--- src/rtl/digit_pkg.sv ---
// Shared types for the digit shift buffer: digit type, operation encoding, stage mux select.
// Pure declarations; no timing or flow control of its own.
package digit_pkg;

    localparam int DIGIT_W = 4;

    typedef logic [DIGIT_W-1:0] digit_t;

    typedef enum logic [2:0] {
        OP_NONE,
        OP_PUSH,
        OP_POP,
        OP_REPL,
        OP_CLR
    } op_t;

    typedef enum logic [1:0] {
        SEL_HOLD,
        SEL_BELOW,
        SEL_ABOVE
    } sel_t;

    // A clear reuses the "from above" path with the value forced to zero.
    function automatic sel_t stage_sel(input op_t op, input logic bottom);
        sel_t s;
        s = SEL_HOLD;
        case (op)
            OP_PUSH:        s = SEL_BELOW;
            OP_POP, OP_CLR: s = SEL_ABOVE;
            OP_REPL:        s = bottom ? SEL_BELOW : SEL_HOLD;
            default:        s = SEL_HOLD;
        endcase
        return s;
    endfunction

endpackage

--- src/rtl/digit_stage.sv ---
// One digit register with hold / load-from-below / load-from-above-or-zero mux.
// Updates one cycle after en; no backpressure, the stage always accepts its control.
module digit_stage
    import digit_pkg::*;
#(
    parameter int WIDTH = 4
) (
    input  logic             CLK,
    input  logic             RST,
    input  logic             en,
    input  sel_t             sel,
    input  logic             zero,
    input  logic [WIDTH-1:0] below,
    input  logic [WIDTH-1:0] above,
    output logic [WIDTH-1:0] q
);

    always_ff @(posedge CLK) begin
        if (!RST) begin
            q <= '0;
        end else if (en) begin
            case (sel)
                SEL_BELOW: q <= below;
                SEL_ABOVE: q <= zero ? '0 : above;
                default:   q <= q;
            endcase
        end
    end

endmodule

--- src/rtl/digit_shift_buffer.sv ---
// Multi-digit entry shift buffer with push, backspace, clear, occupancy and overflow policy.
// Single-cycle registered update; never stalls, rejected operations raise a one-cycle err.
module digit_shift_buffer
    import digit_pkg::*;
#(
    parameter int WIDTH    = 4,
    parameter int DEPTH    = 4,
    parameter bit SATURATE = 1'b0
) (
    input  logic                       CLK,
    input  logic                       RST,
    input  logic                       Ce,
    input  logic                       push,
    input  logic                       pop,
    input  logic                       clr,
    input  logic [WIDTH-1:0]           Din,
    output logic [DEPTH*WIDTH-1:0]     Dout,
    output logic [$clog2(DEPTH+1)-1:0] count,
    output logic                       full,
    output logic                       empty,
    output logic                       err
);

    localparam int            CW      = $clog2(DEPTH + 1);
    localparam logic [CW-1:0] CNT_MAX = CW'(DEPTH);

    op_t              op;
    logic             reject;
    logic [WIDTH-1:0] q [DEPTH];

    assign full  = (count == CNT_MAX);
    assign empty = (count == '0);

    // Priority: clr > push&pop > pop > push. Replace on an empty buffer degrades to a push.
    always_comb begin
        op     = OP_NONE;
        reject = 1'b0;
        if (Ce) begin
            if (clr) begin
                op = OP_CLR;
            end else if (push && pop) begin
                op = empty ? OP_PUSH : OP_REPL;
            end else if (pop) begin
                if (empty) reject = 1'b1;
                else       op     = OP_POP;
            end else if (push) begin
                if (full && SATURATE) reject = 1'b1;
                else                  op     = OP_PUSH;
            end
        end
    end

    always_ff @(posedge CLK) begin
        if (!RST) begin
            count <= '0;
            err   <= 1'b0;
        end else begin
            err <= reject;
            case (op)
                OP_CLR:  count <= '0;
                OP_PUSH: if (!full) count <= count + CW'(1);
                OP_POP:  count <= count - CW'(1);
                default: count <= count;
            endcase
        end
    end

    genvar i;
    generate
        for (i = 0; i < DEPTH; i++) begin : g_stage
            logic [WIDTH-1:0] below;
            logic [WIDTH-1:0] above;

            if (i == 0) begin : g_bot
                assign below = Din;
            end else begin : g_mid_b
                assign below = q[i-1];
            end

            // The oldest stage is backfilled with zero so slots at or above count read 0.
            if (i == DEPTH - 1) begin : g_top
                assign above = '0;
            end else begin : g_mid_a
                assign above = q[i+1];
            end

            digit_stage #(
                .WIDTH(WIDTH)
            ) u_stage (
                .CLK   (CLK),
                .RST   (RST),
                .en    (op != OP_NONE),
                .sel   (stage_sel(op, (i == 0))),
                .zero  (op == OP_CLR),
                .below (below),
                .above (above),
                .q     (q[i])
            );

            assign Dout[i*WIDTH +: WIDTH] = q[i];
        end
    endgenerate

endmodule

--- config.mk ---
export PLATFORM = sky130hd
export DESIGN_NAME = digit_shift_buffer
export DESIGN_NICKNAME = d
export VERILOG_FILES = /design/src/rtl/digit_pkg.sv /design/src/rtl/digit_stage.sv /design/src/rtl/digit_shift_buffer.sv
export SDC_FILE = /design/constraint.sdc
export NUM_CORES = 1
export LEC_CHECK = 0
export BUFFER_PORTS_ARGS = -buffer_cell sky130_fd_sc_hd__buf_2
export CAP_MARGIN = 20
export CORE_MARGIN = 1.5
export CORE_UTILIZATION = 25
export DETAILED_ROUTE_END_ITERATION = 12
export GPL_ROUTABILITY_DRIVEN = 0
export PLACE_DENSITY = 0.41
export REMOVE_ABC_BUFFERS = 1
export SYNTH_ARGS = -nofsm -noshare
export SYNTH_HDL_FRONTEND = slang
export SYNTH_SLANG_ARGS = --single-unit
--- constraint.sdc ---
create_clock -name CLK -period 2.74 [get_ports CLK]
set_input_delay 0.548 -clock CLK [delete_from_list [all_inputs] [get_ports CLK]]
set_output_delay 0.548 -clock CLK [all_outputs]
set_load 0.05 [all_outputs]
## Word-level counts from Yosys, hierarchy flattened

Cells that the tools add are included.

| operators by class | value |
|---|---|
| order comparisons | 0 |
| add/sub/neg operators | 2 |
| reductions and logical operators | 12 |
| shifts and indexed selects | 0 |
| muxes and demuxes | 19 |
| divide/modulo/power cells | 0 |
| $mul | 0 |
| bitwise gates (word level) | 3 |
| equal/unequal tests | 10 |

Operators by type and width:

| cell | count |
|---|---|
| case mux 4 bit (2 select lines) | 4 |
| 2-to-1 mux 3 bit | 5 |
| 2-to-1 mux 4 bit | 3 |
| case mux 3 bit (3 select lines) | 1 |
| case mux 2 bit (2 select lines) | 2 |
| equality test 3 x 2 -> 1 bit, second input constant | 2 |
| equality test 3 bit, second input constant | 2 |
| AND reduction 2 bit | 3 |
| nonzero test 3 bit | 2 |
| OR reduction 5 bit | 1 |
| equality test 2 x 1 -> 1 bit, second input constant | 2 |
| equality test 2 bit, second input constant | 2 |
| 2-to-1 mux 2 bit | 2 |
| nonzero test 2 bit | 2 |
| OR reduction 2 bit | 2 |
| adder 3 x 1 -> 3 bit, second input constant | 1 |
| equality test 3 x 1 -> 1 bit, second input constant | 1 |
| zero test 3 bit | 1 |
| NOT 1 bit | 3 |
| subtractor 3 x 1 -> 3 bit, second input constant | 1 |
| 2-to-1 mux 1 bit | 2 |
| != test 2 bit, second input constant | 1 |
| logical AND 1 bit | 1 |

| storage, ports and cells | value |
|---|---|
| memory bits (writable) | 0 |
| word-level logic and storage cells | 52 |
| flip-flop bits (word level) | 20 |
| input bits | 10 |
| memories kept | 0 |
| output and inout bits | 22 |
| ROM bits | 0 |
| latch bits | 0 |

## Depth between registers and ports, before layout

| logic depth | value |
|---|---|
| depth after elaboration | 12 |
| gate-level depth with buffers | 9 |
| gate-level depth less buffers | 8 |

## Cells and area by module

Synthesis repeated with hierarchy kept, for this count alone.

| second synthesis, totals | value |
|---|---|
| cell total of the unflattened synthesis | 128 |
| area total of the unflattened synthesis | 1122.3 µm² |

By module, submodules not included:

| module | cells an instance | area each (µm²) | sequential area each (µm²) | instances |
|---|---|---|---|---|
| digit_stage | 22 | 198.9 | 80.1 | 4 |
| digit_shift_buffer | 40 | 326.6 | 80.1 | 1 |

## Worst setup path before layout

Ideal clock, no wire load.

| timing | value |
|---|---|
| path type | reg2reg |
| start | register count[2] |
| end | register g_stage[2].u_stage.q[1] |
| path buffers | 1 |
| arrival | 2.626 ns |
| stages on the path, launching flop included | 10 |
| setup slack | -0.003 ns |
| required time | 2.624 ns |
| setup time | 0.116 ns |
| clock period less this slack | 2.743 ns |
| cell sequence | dfxtp_1 > nor3_2 > nand2b_2 > nand2_1 > ha_1 > nand2b_1 > a21oi_4 > buf_6 > nand3_1 > o211a_1 |

| between the ends | value |
|---|---|
| longest elaborated chain between the ends | 12 |
| elaborated cells between the ends (all ways) | 19 |
| classes of those cells | eq/ne (5); mux (9); reduce/logical (5) |

Ends and longest elaborated chain:

| what | line | text |
|---|---|---|
| start: declaration | digit_shift_buffer.sv:18 | `output logic [$clog2(DEPTH+1)-1:0] count,` |
| start signal: assignment | digit_shift_buffer.sv:61 | `OP_PUSH: if (!full) count <= count + CW'(1);` |
| start signal: assignment | digit_shift_buffer.sv:62 | `OP_POP: count <= count - CW'(1);` |
| start signal: assignment | digit_shift_buffer.sv:63 | `default: count <= count;` |
| zero test 3 bit (*) | digit_shift_buffer.sv:32 | `assign empty = (count == '0);` |
| net empty | digit_shift_buffer.sv:20 | `output logic empty,` |
| 2-to-1 mux 2 bit | digit_shift_buffer.sv:44 | `if (empty) reject = 1'b1;` |
| 2-to-1 mux 3 bit | digit_shift_buffer.sv:43 | `end else if (pop) begin` |
| 2-to-1 mux 3 bit (*) | digit_shift_buffer.sv:41 | `end else if (push && pop) begin` |
| 2-to-1 mux 3 bit (*) | digit_shift_buffer.sv:39 | `if (clr) begin` |
| 2-to-1 mux 3 bit (*) | digit_shift_buffer.sv:38 | `if (Ce) begin` |
| equality test 3 x 2 -> 1 bit / equality test 3 bit (equally long branches) | digit_pkg.sv:27, digit_shift_buffer.sv:94 |  |
| OR reduction 2 bit | digit_pkg.sv:27 | `case (op)` |
| case mux 2 bit (2 select lines) | digit_pkg.sv:27 |  |
| equality test 2 x 1 -> 1 bit / equality test 2 bit (equally long branches) | digit_stage.sv:22 | `case (sel)` |
| nonzero test 2 bit (no line) | -- |  |
| AND reduction 2 bit (no line) | -- |  |
| end signal: assignment | digit_stage.sv:23 | `SEL_BELOW: q <= below;` |
| end signal: assignment | digit_stage.sv:24 | `SEL_ABOVE: q <= zero ? '0 : above;` |
| end signal: assignment | digit_stage.sv:25 | `default: q <= q;` |
| end: declaration | digit_stage.sv:15 | `output logic [WIDTH-1:0] q` |

Mark *: on every way through the listed nets, which the timed path passes. The rest lies on a longest branch.
A chain may end at the register's enable or synchronous reset.

## Final worst setup path

| timing | value |
|---|---|
| start | register count[2] |
| end | register g_stage[1].u_stage.q[3] |

| between the ends | value |
|---|---|
| longest elaborated chain between the ends | 12 |
| elaborated cells between the ends (all ways) | 19 |
| classes of those cells | eq/ne (5); mux (9); reduce/logical (5) |

Ends and longest elaborated chain:

| what | line |
|---|---|
| zero test 3 bit (*) | digit_shift_buffer.sv:32 |
| 2-to-1 mux 2 bit | digit_shift_buffer.sv:44 |
| 2-to-1 mux 3 bit | digit_shift_buffer.sv:43 |
| 2-to-1 mux 3 bit (*) | digit_shift_buffer.sv:41 |
| 2-to-1 mux 3 bit (*) | digit_shift_buffer.sv:39 |
| 2-to-1 mux 3 bit (*) | digit_shift_buffer.sv:38 |
| equality test 3 x 2 -> 1 bit / equality test 3 bit (equally long branches) | digit_pkg.sv:27, digit_shift_buffer.sv:94 |
| OR reduction 2 bit | digit_pkg.sv:27 |
| case mux 2 bit (2 select lines) | digit_pkg.sv:27 |
| equality test 2 x 1 -> 1 bit / equality test 2 bit (equally long branches) | digit_stage.sv:22 |
| nonzero test 2 bit (no line) | -- |
| AND reduction 2 bit (no line) | -- |
| end signal: assignment | digit_stage.sv:23 |
| end signal: assignment | digit_stage.sv:24 |
| end signal: assignment | digit_stage.sv:25 |
| end: declaration | digit_stage.sv:15 |

Every way passes the cells marked *; elsewhere a longest branch is shown, timed or not.

==> run metrics <==
post-detail-place hpwl=1.96 mm; worst hold path class=reg -> reg; post-synthesis register bit count=20; final number of hold-violating endpoints=0; largest net degree at the start of global routing=25; count of pins on the block boundary=32; number of clock sinks=20; Die Outline Area=4990 um2; number of global-route vias before repair=953; main combinational cell family by area after synthesis=simple AND/OR/NAND/NOR gates; post-layout minimum cycle time=2.10 ns; cell area after synthesis=1140 um2; worst-path maximum fanout=24; number of rows created at floorplan=24; Antenna Violating Nets Remaining=0; adder-cell share of the synthesized area=3.94%; arrival time reported for the critical path endpoint=2.27 ns; drt first pass iters=4; number of gates resized after cts=0; Antenna diodes=0; Max clock buf depth=2; Async S/R FF share, synth=0%; portion of total power attributed to sequential cells=41.3%; Remaining DRCs=0; worst endpoint required time=2.90 ns; Post-Synth Simple-Gate Area=33.9%; layout net count=170; fraction of the cycle the final worst path needs=76.8%; switching power share of the total=29.1%; Internal Dissipation=0.548 mW; clock buffer count from CTS=3; global-route wire length before repair=4.53 mm; area fraction in compound gates after synthesis=20.8%; Lkg Pwr=0.680 nW; global-route total usage across every layer=11.3%; count of hold-fix buffers inserted at cts=0; max-cap violations=0; reported net switching power=0.225 mW; combinational power share=19.6%; RSZ-0062 raised after global routing=false; kind of start point of the critical path=flop; DP Area=1340 um2; number of synthesized flops with an enable pin=0; Max Transition Viols Final=0; clock transition at the registers of the reported paths=0.08 ns; category of the most critical setup path=reg -> reg; deepest level of the CTS H-tree=1; Clock Power Share=39.1%; number of library cell types mapped by synthesis=29; Port Buffer Count=31; number of setup buffers added after CTS=0; growth of design area from synthesis to finish=23.2%; Pwr Density=548 nW/um2; Clock Tree Root=clkbuf_8; overflow left after global routing=0; DRT Wirelength=2.77 mm; Final WS setup=0.636 ns; synthesized area per cell=9.08 um2; post-route cell area=1410 um2; Relative slew margins=60.8%; endpoints failing setup=0; worst-path cell chain=nor3_2 -> nand2b_2 -> nand2_1 -> ha_1 -> nand2b_1 -> a21oi_4 -> buf_4 -> nand3_1 -> o211a_1; detailed router's first-iteration violation count=37; clock latency on the worst-skew pair=0.26 ns; area of the core=4380 um2; Vias per Instance=4.92; Ys Warns=0; slowest stage cell on the critical path=dfxtp_1; most frequent standard cell in the layout excluding fill and tap cells=buf_2; routed wirelength normalized by instance count=13.3 um; number of instances in the synthesized netlist=126; vertical extent of the die=70.6 um; sort of element at the end of the critical path=flop; f_max=0.475 GHz; die outline width=70.6 um; DP Cell Count=204; worst ir drop on vdd=0.000163 V; total via count in the routed design=1023; layout cells sized above 1=28.2%; flip-flop cell with the highest count after synthesis=dfxtp_1; filler-free cell count of the finished design=208; Crit path largest cell delay=0.39 ns; commonest non-fill, non-tap cells in the layout=buf_2, nand3_1, nand2b_1, dfxtp_1, o211a_1; number of antenna violations at the first check in global routing=0; Initial Utilization=26.1%; status=finished clean; post-synthesis sequential area ratio=35.0%; CTS tree=built; Worst Skew=0.00521 ns; placement-stage worst setup slack=0.421 ns; multiplexer fraction of the synthesized cell area=1.75%; synthesized-area fraction occupied by xor and xnor cells=0%; actual slew at the worst max-slew pin=0.588 ns; number of fill cells in the layout=492
[area by class of cell]
class	count	area (um2)	share of cell area [%]
Clock buffer	3	41.3	2.93
Clock inverter	1	30.0	2.13
Tap cell	52	65.1	4.62
Multi-Input combinational cell	96	691	49.0
Sequential cell	20	400	28.4
Timing Repair Buffer	33	170	12.1
Inverter	3	11.3	0.799
[per-stage QoR]
stage / total power [mW] / hold WS (ns) / TNS [ns] / util, %
after floorplan: 0.432 / 0.671 / -1.24 / -
after detailed placement: 0.478 / 0.477 / 0 / 30.5
after global placement: 0.477 / 0.467 / 0 / 30.5
final: 0.772 / 0.483 / 0 / 32.1
after CTS: 0.784 / 0.490 / 0 / 32.1
after global routing: 0.803 / 0.517 / 0 / 32.1
[critical path: cells and delay by family (launching register included)]
| family | cells | cell delay [ns] |
|---|---|---|
| and+or+nand+nor | 5 | 0.83 |
| DFF | 1 | 0.39 |
| adders and majority gates | 1 | 0.28 |
| AOI/OAI and AO/OA | 2 | 0.25 |
| buffers and inverters | 1 | 0.25 |
[power groups by stage]
stage	Combinational (mW)	Clock, mW	Sequential [mW]
detailed placement	0.152	0	0.326
global placement	0.152	0	0.326
global route	0.163	0.318	0.322
CTS	0.153	0.312	0.319
floorplan	0.0623	0	0.370
finish	0.151	0.302	0.319
[cell usage after synthesis (2+ instances only)]
cell,count,share of area (%)
nand3b_1,4,2.6
nand2b_1,20,11
clkbuf_1,5,1.6
ha_1,2,2.2
dfxtp_1,20,35
nand3_1,26,11
o211a_1,12,11
mux2i_1,2,1.8
nor2_1,3,0.98
a21boi_1,4,2.6
inv_1,2,0.66
and4bb_1,2,2.2
buf_6,2,2.0
nand2_1,7,2.3
[sequential cells by signal, indices dropped and copies added (netlist names)]
signal	cells
g_stage.u_stage.q	16
count	3
err	1
[kinds of logic after synthesis]
kind of cell	after synthesis
buffers and inverters	10
adder cells (fa/ha/maj)	3
flip-flops	20
multiplexers	2
AND/OR/NAND/NOR	67
AO/OA/AOI/OAI	24
[final timing paths]
path,slack (ns),cells after the start,start,to
min,0.48,2,g_stage[3].u_stage.q[1],g_stage[3].u_stage.q[1]
max reg2reg,0.64,9,count[2],g_stage[1].u_stage.q[3]
max,0.64,9,count[2],g_stage[1].u_stage.q[3]
min reg2reg,0.48,2,g_stage[3].u_stage.q[1],g_stage[3].u_stage.q[1]
[layer usage]
metal | up-vias | track usage [%] | part of all wire [%]
li1 | 513 | - | -
met4 | 0 | 3.77 | 0.47
met5 | - | 0 | 0
met1 | 486 | 14.6 | 46
met3 | 2 | 2.28 | 5.0
met2 | 22 | 18.9 | 48
(Power assumes the default switching activity.)
